### config.mk
export PLATFORM = sky130hd
export DESIGN_NAME = encoder_ctrl
export DESIGN_NICKNAME = d
export VERILOG_FILES = /design/src/rtl/encoder_ctrl_pkg.sv /design/src/rtl/encoder_ctrl_quad_fsm.sv /design/src/rtl/encoder_ctrl.sv
export SDC_FILE = /design/constraint.sdc
export NUM_CORES = 1
export LEC_CHECK = 0
export CAP_MARGIN = 20
export CORE_MARGIN = 2
export CORE_UTILIZATION = 59
export DETAILED_ROUTE_END_ITERATION = 7
export PLACE_DENSITY = 0.8
export SETUP_SLACK_MARGIN = 0.05
export SLEW_MARGIN = 20
export SYNTH_ARGS = -nofsm -noshare
export SYNTH_HDL_FRONTEND = slang
export SYNTH_HIERARCHICAL = 1
export SYNTH_SLANG_ARGS = --single-unit
### constraint.sdc
create_clock -name clk -period 3.39 [get_ports clk]
set_input_delay 1.017 -clock clk [delete_from_list [all_inputs] [get_ports clk]]
set_output_delay 1.017 -clock clk [all_outputs]
set_load 0.02 [all_outputs]
### src/rtl/encoder_ctrl_pkg.sv
// Shared definitions for the rotary-encoder controller: quadrature FSM
// state encodings, AB input codes, step direction codes and a helper that
// maps each FSM state to the AB code it expects to be sitting on.
package encoder_ctrl_pkg;

  // Quadrature FSM states (3-bit encoding)
  typedef enum logic [2:0] {
    ST_IDLE = 3'd0,
    ST_CW1  = 3'd1,
    ST_CW2  = 3'd2,
    ST_CW3  = 3'd3,
    ST_CCW1 = 3'd4,
    ST_CCW2 = 3'd5,
    ST_CCW3 = 3'd6,
    ST_WAIT = 3'd7
  } quad_state_e;

  // AB = {a_in, b_in}; detent rest position is 11
  localparam logic [1:0] AB_11 = 2'b11;
  localparam logic [1:0] AB_01 = 2'b01;
  localparam logic [1:0] AB_00 = 2'b00;
  localparam logic [1:0] AB_10 = 2'b10;

  // Detent-completion direction reported by the FSM
  typedef enum logic [1:0] {
    DIR_NONE = 2'd0,
    DIR_CW   = 2'd1,
    DIR_CCW  = 2'd2
  } dir_e;

  // AB code a state is resting on; the WAIT state is parked on 11 so that
  // the "both bits changed" test is never applied to it.
  function automatic logic [1:0] state_code(input quad_state_e s);
    logic [1:0] code;
    case (s)
      ST_CW1, ST_CCW3: code = AB_01;
      ST_CW2, ST_CCW2: code = AB_00;
      ST_CW3, ST_CCW1: code = AB_10;
      default:         code = AB_11;
    endcase
    return code;
  endfunction

endpackage

### src/rtl/encoder_ctrl_quad_fsm.sv
// Full-detent quadrature sequencer. Follows the CW (11-01-00-10-11) or
// CCW (11-10-00-01-11) Gray sequence, steps back on a reversal, parks in
// WAIT on an illegal double-bit change, and reports a completed detent on
// dir for exactly the cycle in which the closing 11 is sampled.
module quad_fsm
  import encoder_ctrl_pkg::*;
(
  input  logic clk,
  input  logic rstn,
  input  logic a_in,
  input  logic b_in,
  output dir_e dir
);

  quad_state_e state_q, state_d;
  logic [1:0]  ab;
  logic [1:0]  cur_code;

  assign ab       = {a_in, b_in};
  assign cur_code = state_code(state_q);

  // State register
  always_ff @(posedge clk or negedge rstn) begin
    if (!rstn) state_q <= ST_IDLE;
    else       state_q <= state_d;
  end

  // Next state and detent-completion decode
  always_comb begin
    state_d = state_q;
    dir     = DIR_NONE;
    if (state_q == ST_WAIT) begin
      if (ab == AB_11) state_d = ST_IDLE;
    end else if (ab == ~cur_code) begin
      state_d = ST_WAIT;
    end else if (ab != cur_code) begin
      // Only single-bit changes reach here: each is either the next or the
      // previous code of the current path.
      case (state_q)
        ST_IDLE: state_d = (ab == AB_01) ? ST_CW1 : ST_CCW1;
        ST_CW1:  state_d = (ab == AB_00) ? ST_CW2 : ST_IDLE;
        ST_CW2:  state_d = (ab == AB_10) ? ST_CW3 : ST_CW1;
        ST_CW3: begin
          if (ab == AB_11) begin
            state_d = ST_IDLE;
            dir     = DIR_CW;
          end else begin
            state_d = ST_CW2;
          end
        end
        ST_CCW1: state_d = (ab == AB_00) ? ST_CCW2 : ST_IDLE;
        ST_CCW2: state_d = (ab == AB_01) ? ST_CCW3 : ST_CCW1;
        ST_CCW3: begin
          if (ab == AB_11) begin
            state_d = ST_IDLE;
            dir     = DIR_CCW;
          end else begin
            state_d = ST_CCW2;
          end
        end
        default: state_d = ST_IDLE;
      endcase
    end
  end

endmodule

### src/rtl/encoder_ctrl.sv
// Rotary-encoder controller: turns detents from quad_fsm into registered
// CW/CCW step pulses and a saturating signed position, and classifies the
// push switch into click / long press (long press recentres the position).
// Optional feature macro ENC_ACCEL_EN: steps arriving within ACCEL_CYC
// cycles of the previous one move the position by ACCEL_STEP instead of 1.
module encoder_ctrl
  import encoder_ctrl_pkg::*;
#(
  parameter int POS_W    = 8,
  parameter int POS_MIN  = -100,
  parameter int POS_MAX  = 100,
  parameter int POS_INIT = 0,
  parameter int LONG_CYC = 13_500_000
`ifdef ENC_ACCEL_EN
  ,
  parameter int ACCEL_CYC  = 1_350_000,
  parameter int ACCEL_STEP = 4
`endif
) (
  input  logic                    clk,
  input  logic                    rstn,
  input  logic                    a_in,
  input  logic                    b_in,
  input  logic                    btn_in,
  output logic signed [POS_W-1:0] pos,
  output logic                    step_cw,
  output logic                    step_ccw,
  output logic                    btn_click,
  output logic                    btn_long
);

  localparam int CNT_W = $clog2(LONG_CYC + 1);
  localparam logic [CNT_W-1:0] CNT_LONG = CNT_W'(LONG_CYC);
  localparam logic [CNT_W-1:0] CNT_PRE  = CNT_W'(LONG_CYC - 1);

  localparam logic signed [POS_W:0]   MIN_X  = (POS_W + 1)'(POS_MIN);
  localparam logic signed [POS_W:0]   MAX_X  = (POS_W + 1)'(POS_MAX);
  localparam logic signed [POS_W-1:0] INIT_V = POS_W'(POS_INIT);
  localparam logic signed [POS_W:0]   AMT_ONE = (POS_W + 1)'(1);

  dir_e                    dir;
  logic signed [POS_W-1:0] pos_q, pos_d, pos_step;
  logic signed [POS_W:0]   pos_ext, pos_sum, step_amt;
  logic [CNT_W-1:0]        cnt_q, cnt_d;
  logic                    step_cw_q, step_ccw_q, click_q, long_q;
  logic                    click_d, long_d;

  quad_fsm u_quad_fsm (
    .clk  (clk),
    .rstn (rstn),
    .a_in (a_in),
    .b_in (b_in),
    .dir  (dir)
  );

`ifdef ENC_ACCEL_EN
  localparam int GAP_W = $clog2(ACCEL_CYC + 1);
  localparam logic [GAP_W-1:0]      GAP_SAT  = GAP_W'(ACCEL_CYC);
  localparam logic signed [POS_W:0] AMT_FAST = (POS_W + 1)'(ACCEL_STEP);

  logic [GAP_W-1:0] gap_q, gap_d;

  // Cycles since the last step; restarts on every step, saturates
  always_comb begin
    gap_d = gap_q;
    if (dir != DIR_NONE)    gap_d = '0;
    else if (gap_q != GAP_SAT) gap_d = gap_q + 1'b1;
  end

  // Starts saturated so the first step after reset is never accelerated
  always_ff @(posedge clk or negedge rstn) begin
    if (!rstn) gap_q <= GAP_SAT;
    else       gap_q <= gap_d;
  end

  assign step_amt = (gap_q < GAP_SAT) ? AMT_FAST : AMT_ONE;
`else
  assign step_amt = AMT_ONE;
`endif

  // Position update: widen by one bit, add/subtract, then saturate
  always_comb begin
    pos_ext = $signed({pos_q[POS_W-1], pos_q});
    pos_sum = pos_ext;
    if (dir == DIR_CW)       pos_sum = pos_ext + step_amt;
    else if (dir == DIR_CCW) pos_sum = pos_ext - step_amt;

    if (pos_sum > MAX_X)      pos_step = MAX_X[POS_W-1:0];
    else if (pos_sum < MIN_X) pos_step = MIN_X[POS_W-1:0];
    else                      pos_step = pos_sum[POS_W-1:0];

    // Long press fires on the edge the counter reaches LONG_CYC; it
    // overrides any step landing on the same edge.
    long_d = btn_in && (cnt_q == CNT_PRE);
    pos_d  = long_d ? INIT_V : pos_step;
  end

  // Press counter and click classification
  always_comb begin
    cnt_d   = '0;
    click_d = 1'b0;
    if (btn_in) begin
      cnt_d = (cnt_q == CNT_LONG) ? cnt_q : cnt_q + 1'b1;
    end else begin
      click_d = (cnt_q != '0) && (cnt_q != CNT_LONG);
    end
  end

  // Output and state registers
  always_ff @(posedge clk or negedge rstn) begin
    if (!rstn) begin
      pos_q      <= INIT_V;
      cnt_q      <= '0;
      step_cw_q  <= 1'b0;
      step_ccw_q <= 1'b0;
      click_q    <= 1'b0;
      long_q     <= 1'b0;
    end else begin
      pos_q      <= pos_d;
      cnt_q      <= cnt_d;
      step_cw_q  <= (dir == DIR_CW);
      step_ccw_q <= (dir == DIR_CCW);
      click_q    <= click_d;
      long_q     <= long_d;
    end
  end

  assign pos       = pos_q;
  assign step_cw   = step_cw_q;
  assign step_ccw  = step_ccw_q;
  assign btn_click = click_q;
  assign btn_long  = long_q;

endmodule

* After elaboration in Yosys (flattened, before gate mapping)
Index checks and enable logic that the tools add are counted.
** Operators by class
- $add $sub $neg :: 3
- $lt $le $gt $ge :: 2
- Equality and inequality tests :: 19
- Mux-type cells :: 27
- Bitwise gates (word level) :: 1
- Reduce and logical (&&, ||, !) cells :: 10
** Operator list (count)
- equality test 24 bit, second input constant :: 2
- two-way mux 24 bit :: 2
- adder 24 x 1 -> 24 bit, second input constant :: 1
- two-way mux 8 bit :: 3
- != test 24 bit, second input constant :: 1
- nonzero test 24 bit :: 1
- two-way mux 3 bit :: 7
- case mux 3 bit (7 select lines) :: 1
- two-way mux 9 bit :: 2
- two-way mux 2 bit :: 8
- equality test 3 bit, second input constant :: 4
- adder 8 x 2 -> 9 bit, second input constant :: 1
- > comparator 9 x 8 -> 1 bit, second input constant :: 1
- less-than comparator 9 x 8 -> 1 bit, second input constant :: 1
- subtractor 8 x 2 -> 9 bit, second input constant :: 1
- equality test 2 bit, second input constant :: 3
- equality test 3 x 2 -> 1 bit, second input constant :: 2
- case mux 2 bit (3 select lines) :: 1
- OR reduction 2 bit :: 3
- equality test 2 x 1 -> 1 bit, second input constant :: 2
- != test 2 bit, second input constant :: 2
- case mux 2 bit (2 select lines) :: 1
- equality test 3 x 1 -> 1 bit, second input constant :: 1
- logical NOT 3 bit :: 1
- other kinds (8) :: 10
** Storage, ports and cells
- Bits in registers :: 39
- Output and inout bits :: 12
- Word-level logic and storage cells :: 69

* Depth between registers and ports, before layout
Gate-level depths: netlist (run 1).
- Depth in word-level cells :: 14
- Depth in mapped cells :: 11
- Gate-level depth less buffers :: 9

* By module
Netlist (run 1), hierarchy kept.
** Modules (own cells, without submodules)
- encoder_ctrl :: instances 1, cells each 230, area each 2175.8 µm², sequential area each 900.9 µm²
- quad_fsm :: instances 1, cells each 38, area each 271.5 µm², sequential area each 75.1 µm²

* Worst setup path before layout (run 1)
OpenSTA, ideal clock, no wires.
- Path kind :: input to register
- From :: input b_in
- To :: register pos_q[1], in the netlist pos[1]
- Library setup time :: 0.077 ns
- Arrival :: 3.308 ns
- Data required time :: 3.313 ns
- Slack :: 0.004 ns
- Stages on the path :: 10
- Buffers on the path :: 1
- Path through :: buf_2 nand2_1 nor3_1 nand2b_1 nor4_4 a22oi_2 xor2_1 or3_1 o22a_1 a21oi_1
** On the way
- Cells in the longest elaborated chain, start to end :: 13
** Ends and longest elaborated chain
- from (decl) :: line encoder_ctrl.sv:23 : input logic b_in,
- equality test 2 bit :: line encoder_ctrl_quad_fsm.sv:54 : if (ab == AB_11) begin
- two-way mux 2 bit :: line encoder_ctrl_quad_fsm.sv:54
- case mux 2 bit (2 select lines) :: line encoder_ctrl_quad_fsm.sv:39 : case (state_q)
- two-way mux 2 bit :: line encoder_ctrl_quad_fsm.sv:36 : end else if (ab != cur_code) begin
- two-way mux 2 bit (*) :: line encoder_ctrl_quad_fsm.sv:34 : end else if (ab == ~cur_code) begin
- two-way mux 2 bit (*) :: line encoder_ctrl_quad_fsm.sv:32 : if (state_q == ST_WAIT) begin
- via dir[1] :: line encoder_ctrl.sv:41 : dir_e dir;
- equality test 2 bit :: line encoder_ctrl.sv:86 : else if (dir == DIR_CCW) pos_sum = pos_ext - step_amt;
- two-way mux 9 bit :: line encoder_ctrl.sv:86
- two-way mux 9 bit (*) :: line encoder_ctrl.sv:85 : if (dir == DIR_CW) pos_sum = pos_ext + step_amt;
- less-than comparator 9 x 8 -> 1 bit :: line encoder_ctrl.sv:89 : else if (pos_sum < MIN_X) pos_step = MIN_X[POS_W-1:0];
- two-way mux 8 bit :: line encoder_ctrl.sv:89
- two-way mux 8 bit (*) :: line encoder_ctrl.sv:88 : if (pos_sum > MAX_X) pos_step = MAX_X[POS_W-1:0];
- two-way mux 8 bit (*) :: line encoder_ctrl.sv:95 : pos_d = long_d ? INIT_V : pos_step;
- via pos_d[1] :: line encoder_ctrl.sv:42 : logic signed [POS_W-1:0] pos_q, pos_d, pos_step;
- to (signal assigned) :: line encoder_ctrl.sv:119 : pos_q <= pos_d;
- to (decl) :: line encoder_ctrl.sv:42
Mark *: on every way through the listed nets, which the timed path passes. The rest lies on a longest branch.
A chain may end at the register's enable or synchronous reset.

* Worst setup path after layout (run 1)
- From :: input b_in
- To :: register pos_q[2], in the netlist pos[2]
** On the way
- Cells in the longest elaborated chain, start to end :: 13
** Ends and longest elaborated chain
- equality test 2 bit :: line encoder_ctrl_quad_fsm.sv:44 : if (ab == AB_11) begin
- two-way mux 1 bit :: line encoder_ctrl_quad_fsm.sv:44
- case mux 2 bit (2 select lines) :: line encoder_ctrl_quad_fsm.sv:39
- two-way mux 2 bit :: line encoder_ctrl_quad_fsm.sv:36
- two-way mux 2 bit (*) :: line encoder_ctrl_quad_fsm.sv:34
- two-way mux 2 bit (*) :: line encoder_ctrl_quad_fsm.sv:32
- via dir[0] :: line encoder_ctrl.sv:41
- equality test 2 bit :: line encoder_ctrl.sv:86
- two-way mux 9 bit :: line encoder_ctrl.sv:86
- two-way mux 9 bit (*) :: line encoder_ctrl.sv:85
- less-than comparator 9 x 8 -> 1 bit :: line encoder_ctrl.sv:89
- two-way mux 8 bit :: line encoder_ctrl.sv:89
- two-way mux 8 bit (*) :: line encoder_ctrl.sv:88
- two-way mux 8 bit (*) :: line encoder_ctrl.sv:95
- via pos_d[2] :: line encoder_ctrl.sv:42
Marked as above.

==> results of run 1 <==
worst max-delay path by stage:
stage               startpoint  slack (ps)      to
finish                    b_in         270  pos[2]
global route              b_in          70  pos[1]
CTS                       b_in         220  pos[2]
detailed placement        b_in         -70  pos[1]
global placement          b_in         -80  pos[2]
floorplan                 b_in         240  pos[1]
cells in the mapped netlist (all sizes together), types with 2 or more instances:
cell    number
nor3        12
and3         6
or3         11
clkbuf       3
a21oi        6
inv         11
a21boi       4
o22ai        2
nand3       14
nor3b        2
o21ai       14
nand2       18
o211ai       2
a211o        2
a211oi       2
and3b        2
o22a         3
ha           4
nor2b        5
nor2        21
and2        21
buf          7
xor2         9
nand4        3
dfrtp       39
xnor2       19
a31oi        3
or4          2
nand2b       2
nor4         5
where the power goes:
group | leakage [nW] | total [mW] | internal [mW] | switching [mW]
sequential | 0.519 | 0.645 | 0.522 | 0.123
clock | 0.0470 | 0.316 | 0.160 | 0.157
combinational | 0.661 | 0.558 | 0.270 | 0.289
routing by layer:
layer	vias up	track usage (%)	wire [um]
met4	0	5.50	36
met2	50	38.7	2370
met1	967	31.0	2220
met5	-	0	0
li1	1006	-	-
met3	4	6.74	267
state kept, by name (all words and copies together) (netlist names):
signal	flops
step_cw	1
cnt_q	24
u_quad_fsm/state_q	3
step_ccw	1
btn_long	1
pos	8
btn_click	1
final cells by class:
class,instances,share of cell area (%)
multi-input combinational,208,49.0
inverter,11,1.46
clock buffer,6,2.92
timing repair buffer,32,9.72
sequential,39,34.5
clock inverter,1,0.177
tap,50,2.21
logic make-up (layout without fill, tap and decap cells):
group           Yosys count  count (layout)  share of synthesized area [%]
flops                    39              39                           39.9
fa+ha+maj                 4               4                           2.05
mux                       1               1                          0.409
simple gates            130             130                           31.0
compound gates           45              45                           12.6
xor+xnor                 28              28                           10.0
buf+inv                  21              50                           4.04
critical path, delay by kind of cell:
kind            cells  cell delay (ps)
simple gates        5              850
compound gates      4              840
buf+inv             2              640
metrics by stage:
step	setup slack (ps)	TNS, ps	utilization (%)	std cells
after floorplan	245	0	-	268
after global placement	-79.2	-79.2	68.3	340
after detailed placement	-65.9	-179	68.3	340
after CTS	223	0	70.5	347
after global routing	74.6	0	70.8	347
final	271	0	70.8	347
==> flow_metrics.env, run 1 <==
export IMPL_outcome="completed"
export IMPL_maxSlewHeadroom_pct=44.0
export IMPL_grt_pass1_wl_mm=8.36
export IMPL_syn2layout_area_growth_pct=15.7
export IMPL_die_width_um=68.4
export IMPL_min_from="cnt_q[21]"
export IMPL_vias=2027
export IMPL_fmax_ghz=0.321
export IMPL_core_sq_um=4000
export IMPL_postCtsHoldBufs=0
export IMPL_async_flop_share_pct=100
export IMPL_critPathMaxStageDelay_ps=470
export IMPL_start_util_pct=61.2
export IMPL_powerDensity_nw_per_um2=537
export IMPL_final_cell_mix="dfrtp_1, nor2_1, and2_1"
export IMPL_track_usage_pct=23.7
export IMPL_dr_first_iter_drc_count=113
export IMPL_cts_resized_gates=0
export IMPL_setup_viol=0
export IMPL_yosys_warnings=6
export IMPL_cts_setup_buffers=0
export IMPL_rrSetupSlack_ps=920
export IMPL_n_antenna_cell=0
export IMPL_nets=306
export IMPL_drive_gt1_share_pct=12.1
export IMPL_critPathRequiredTime_ps=3620
export IMPL_n_fill_cell=323
export IMPL_grt_overflow=0
export IMPL_clock_sinks=39
export IMPL_cellLeakagePower_nw=1.23
export IMPL_wl_per_cell_um=14.1
export IMPL_routed_wl_mm=4.90
export IMPL_start_kind="primary input"
export IMPL_total_power_mw=1.52
export IMPL_ir_worst_vdd_mv=0.333
export IMPL_htreeDepth=2
export IMPL_multiInputGateArea_sq_um=1390
export IMPL_holdPathEnd="cnt_q[21]"
export IMPL_final_period_utilization_pct=92.0
export IMPL_port_buffers=16
export IMPL_synth_nets=277
export IMPL_worst_r2r_endpoint="pos[2]"
export IMPL_crit_chain="clkdlybuf4s50_1 > nand2_1 > nor3_2 > buf_4 > and4b_1 > a211o_1 > nor3b_1 > a211oi_1 > o311ai_0 > a21oi_1 > nor2_1"
export IMPL_ys_ff_latch=39
export IMPL_hold_violations=0
export IMPL_first_pass_iters=4
export IMPL_clock_latency_ps=290
export IMPL_post_dp_hpwl_mm=3.66
export IMPL_r2r_start="u_quad_fsm/state_q[0]"
export IMPL_mostFrequentLayoutCell="dfrtp_1"
export IMPL_yosys_area_top_type="dfrtp_1"
export IMPL_clk_pin_slew_ps=70
export IMPL_yosys_most_used_dff="dfrtp_1"
export IMPL_reg2regPathDepth=10
export IMPL_fp_row_count=23
export IMPL_antenna_left=0
export IMPL_holdPathStages=2
export IMPL_synth_area_top_cells="dfrtp_1, xnor2_1, and2_1, nor2_1, xor2_1"
export IMPL_maxSlewViolCount=0
export IMPL_whs_ps=579
export IMPL_slowest_stage="clkdlybuf4s50_1"
export IMPL_synth_top_cell_area_share_pct=39.9
export IMPL_clockRootBuffer="clkbuf_8"
export IMPL_clk_path_buf_depth=2
export IMPL_drcViolationCount=0
export IMPL_skew_ps=5.05
export IMPL_dieArea_sq_um=4680
export IMPL_drv_max_cap_violation_count=0
export IMPL_final_area_sq_um=2830
export IMPL_arrival_ps=3350
export IMPL_design_portCount=17
export IMPL_seq_area_sq_um=976
export IMPL_yosysSeqAreaShare_pct=39.9
export IMPL_grt_start_max_net_pins=40
export IMPL_cts_tree="yes"
export IMPL_finalCriticalPeriod_ps=3120
export IMPL_place_area_sq_um=2730
export IMPL_gp_congestion=1.01
export IMPL_die_h_um=68.4
export IMPL_syn_area_per_cell_sq_um=9.13
export IMPL_syn_area_sq_um=2450
export IMPL_crit_type="primary input to flop"
export IMPL_rsz0062_at_grt="false"
export IMPL_critPathCaptureType="flop"
export IMPL_synthDistinctLibCells=56
export IMPL_worst_path_max_fanout=7
export IMPL_via_per_inst=5.84
export IMPL_hp_class="flop to flop"
export IMPL_syn_inst=268
export IMPL_antenna_found_initial=0
export IMPL_cts_buffers=5
export IMPL_worstMarginPinSlew_ps=841
export IMPL_synth_edf_count=0
export IMPL_first_global_vias=1858
Power figures use the tool's default switching activity.
==> run 2, diff against run 1 <==
--- a/config.mk
+++ b/config.mk
@@ -7,9 +7,12 @@
 export LEC_CHECK = 0
 export CAP_MARGIN = 20
 export CORE_MARGIN = 2
-export CORE_UTILIZATION = 59
+export CORE_UTILIZATION = 61
+export CTS_BUF_LIST = sky130_fd_sc_hd__clkbuf_8
 export DETAILED_ROUTE_END_ITERATION = 7
-export PLACE_DENSITY = 0.8
+export HOLD_SLACK_MARGIN = 0.06
+export PLACE_DENSITY = 0.82
+export REMOVE_ABC_BUFFERS = 1
 export SETUP_SLACK_MARGIN = 0.05
 export SLEW_MARGIN = 20
 export SYNTH_ARGS = -nofsm -noshare
==> run 2 against run 1 <==
Compared with the run above:
- register-to-register slack worse by 60 ps
- clock skew grew 5.3 ps
- combinational power grew 1%
- sequential share of layout area barely moved
- setup slack lost 110 ps
- global-route usage grew 0.97 points
- final cell count shrank 0.86%
- fmax down 3.4%
- critical path depth rose by 1
- clock power grew 17%
- sequential cell count stayed put
- total power grew 3.8%
- critical endpoint is now pos[3]
==> flow_metrics.env, run 2 (synthesis gave the netlist of run 1 again) <==
export IMPL_final_cell_mix="dfrtp_1, nor2_1, and2_1"
export IMPL_outcome="completed"
export IMPL_drv_max_cap_violation_count=0
export IMPL_arrival_ps=3380
export IMPL_place_ws_ps=-92.8
export IMPL_n_antenna_cell=0
export IMPL_dieArea_sq_um=4530
export IMPL_powerDensity_nw_per_um2=557
export IMPL_clk_pin_slew_ps=70
export IMPL_power_frac_comb_pct=35.8
export IMPL_grt_pass1_wl_mm=8.45
export IMPL_hold_violations=0
export IMPL_start_util_pct=62.1
export IMPL_largest_reg_flops=24
export IMPL_seqPwrFrac_pct=40.8
export IMPL_die_h_um=67.3
export IMPL_via_per_inst=5.92
export IMPL_htreeDepth=2
export IMPL_layout_setup_ws_ps=161
export IMPL_core_sq_um=3940
export IMPL_drive_gt1_share_pct=11.9
export IMPL_post_dp_hpwl_mm=3.61
export IMPL_maxSlewViolCount=0
export IMPL_critPathCaptureType="flop"
export IMPL_nets=303
export IMPL_worst_path_max_fanout=7
export IMPL_maxSlewHeadroom_pct=42.8
export IMPL_hp_class="flop to flop"
export IMPL_clk_path_buf_depth=2
export IMPL_worstMarginPinSlew_ps=857
export IMPL_sw_frac_of_total_pct=36.6
export IMPL_grt_start_max_net_pins=40
export IMPL_cellLeakagePower_nw=1.22
export IMPL_mostFrequentLayoutCell="dfrtp_1"
export IMPL_cts_buffers=5
export IMPL_fmax_ghz=0.310
export IMPL_power_switching_mw=0.578
export IMPL_fp_row_count=23
export IMPL_track_usage_pct=24.6
export IMPL_largest_register="cnt_q"
export IMPL_finalCriticalPeriod_ps=3230
export IMPL_crit_type="primary input to flop"
export IMPL_clock_sinks=39
export IMPL_start_kind="primary input"
export IMPL_critPathRequiredTime_ps=3540
export IMPL_antenna_left=0
export IMPL_cts_tree="yes"
export IMPL_port_buffers=16
export IMPL_postCtsHoldBufs=0
export IMPL_first_pass_iters=4
export IMPL_syn2layout_area_growth_pct=15.8
export IMPL_skew_ps=10.3
export IMPL_dr_first_iter_drc_count=158
export IMPL_design_portCount=17
export IMPL_routed_wl_mm=5.09
export IMPL_vias=2038
export IMPL_ir_worst_vdd_mv=0.324
export IMPL_whs_ps=580
export IMPL_antenna_found_initial=0
export IMPL_setup_tns_final_ps=0
export IMPL_post_route_util_pct=71.9
export IMPL_wl_per_cell_um=14.8
export IMPL_clockRootBuffer="clkbuf_8"
export IMPL_clkPwrFrac_pct=23.4
export IMPL_clock_latency_ps=300
export IMPL_drcViolationCount=0
export IMPL_gp_congestion=0.869
export IMPL_final_period_utilization_pct=95.2
export IMPL_die_width_um=67.3
export IMPL_internal_power_mw=1.00
export IMPL_setup_viol=0
export IMPL_first_global_vias=1926
export IMPL_grt_overflow=0
run 2: cell count changes in the layout (fill, tap and decap cells not counted), sizes merged:
| cell | previous run | this run |
|---|---|---|
| buf | 17 | 14 |
| bufinv | 0 | 1 |
| clkbuf | 6 | 5 |
| clkinv | 1 | 0 |
| inv | 11 | 12 |
run 2: routing by layer:
| metal | vias to the layer above | GRT usage [%] | wire length, um |
|---|---|---|---|
| li1 | 1000 | - | - |
| met1 | 973 | 30.6 | 2230 |
| met2 | 52 | 40.5 | 2500 |
| met3 | 13 | 5.50 | 225 |
| met4 | 0 | 12.0 | 130 |
| met5 | - | 0 | 0 |
run 2: worst paths after layout:
check                                      start        end  slack (ps)  cells past startpoint
min reg2reg                            cnt_q[21]  cnt_q[21]         580                      2
max in group asynchronous                   rstn    step_cw        2020                      1
max reg2reg                u_quad_fsm/state_q[1]     pos[3]         860                     11
min in group asynchronous                   rstn  cnt_q[13]         830                      1
min                                    cnt_q[21]  cnt_q[21]         580                      2
max                                         a_in     pos[3]         160                     12
run 2: through the flow:
step | total power [mW] | instances | area [sq um]
3_5_place_dp | 1.19 | 336 | 2700
6_report | 1.58 | 344 | 2840
2_1_floorplan | 0.979 | 258 | 2390
3_3_place_gp | 1.17 | 336 | 2700
5_1_grt | 1.68 | 344 | 2840
4_1_cts | 1.57 | 343 | 2800
run 2: power groups by stage:
| stage | clock network (mW) | logic [mW] | registers [mW] |
|---|---|---|---|
| after floorplan | 0 | 0.313 | 0.667 |
| after global placement | 0 | 0.521 | 0.649 |
| after detailed placement | 0 | 0.539 | 0.649 |
| after CTS | 0.379 | 0.544 | 0.642 |
| after global routing | 0.396 | 0.626 | 0.658 |
| final | 0.369 | 0.564 | 0.644 |
run 2: area by class of cell:
cell class                 instances  area, sq um
clock inverter                     2         33.8
clock buffer                       5         68.8
sequential                        39          976
fill                             300         1110
tap                               50         62.6
inverter                          11         41.3
multi-input combinational        208         1400
timing repair buffer              29          253
run 2: worst max-delay path, cell delays in order:
cell and delay [ps]:
clkdlybuf4s50_1 490, nand2_2 90, nor3_2 170, buf_4 190, nand2b_1 110, nor4_4 320, o22a_1 260, xor2_1 250
buf_4 180, nor2_1 50, o21ai_0 160, a31oi_1 100
run 2: repair_timing:
item                                    4_1_cts  5_1_grt
gates resized for setup                       0        6
endpoints found under the setup margin        0        5
buffers inserted                              0        1
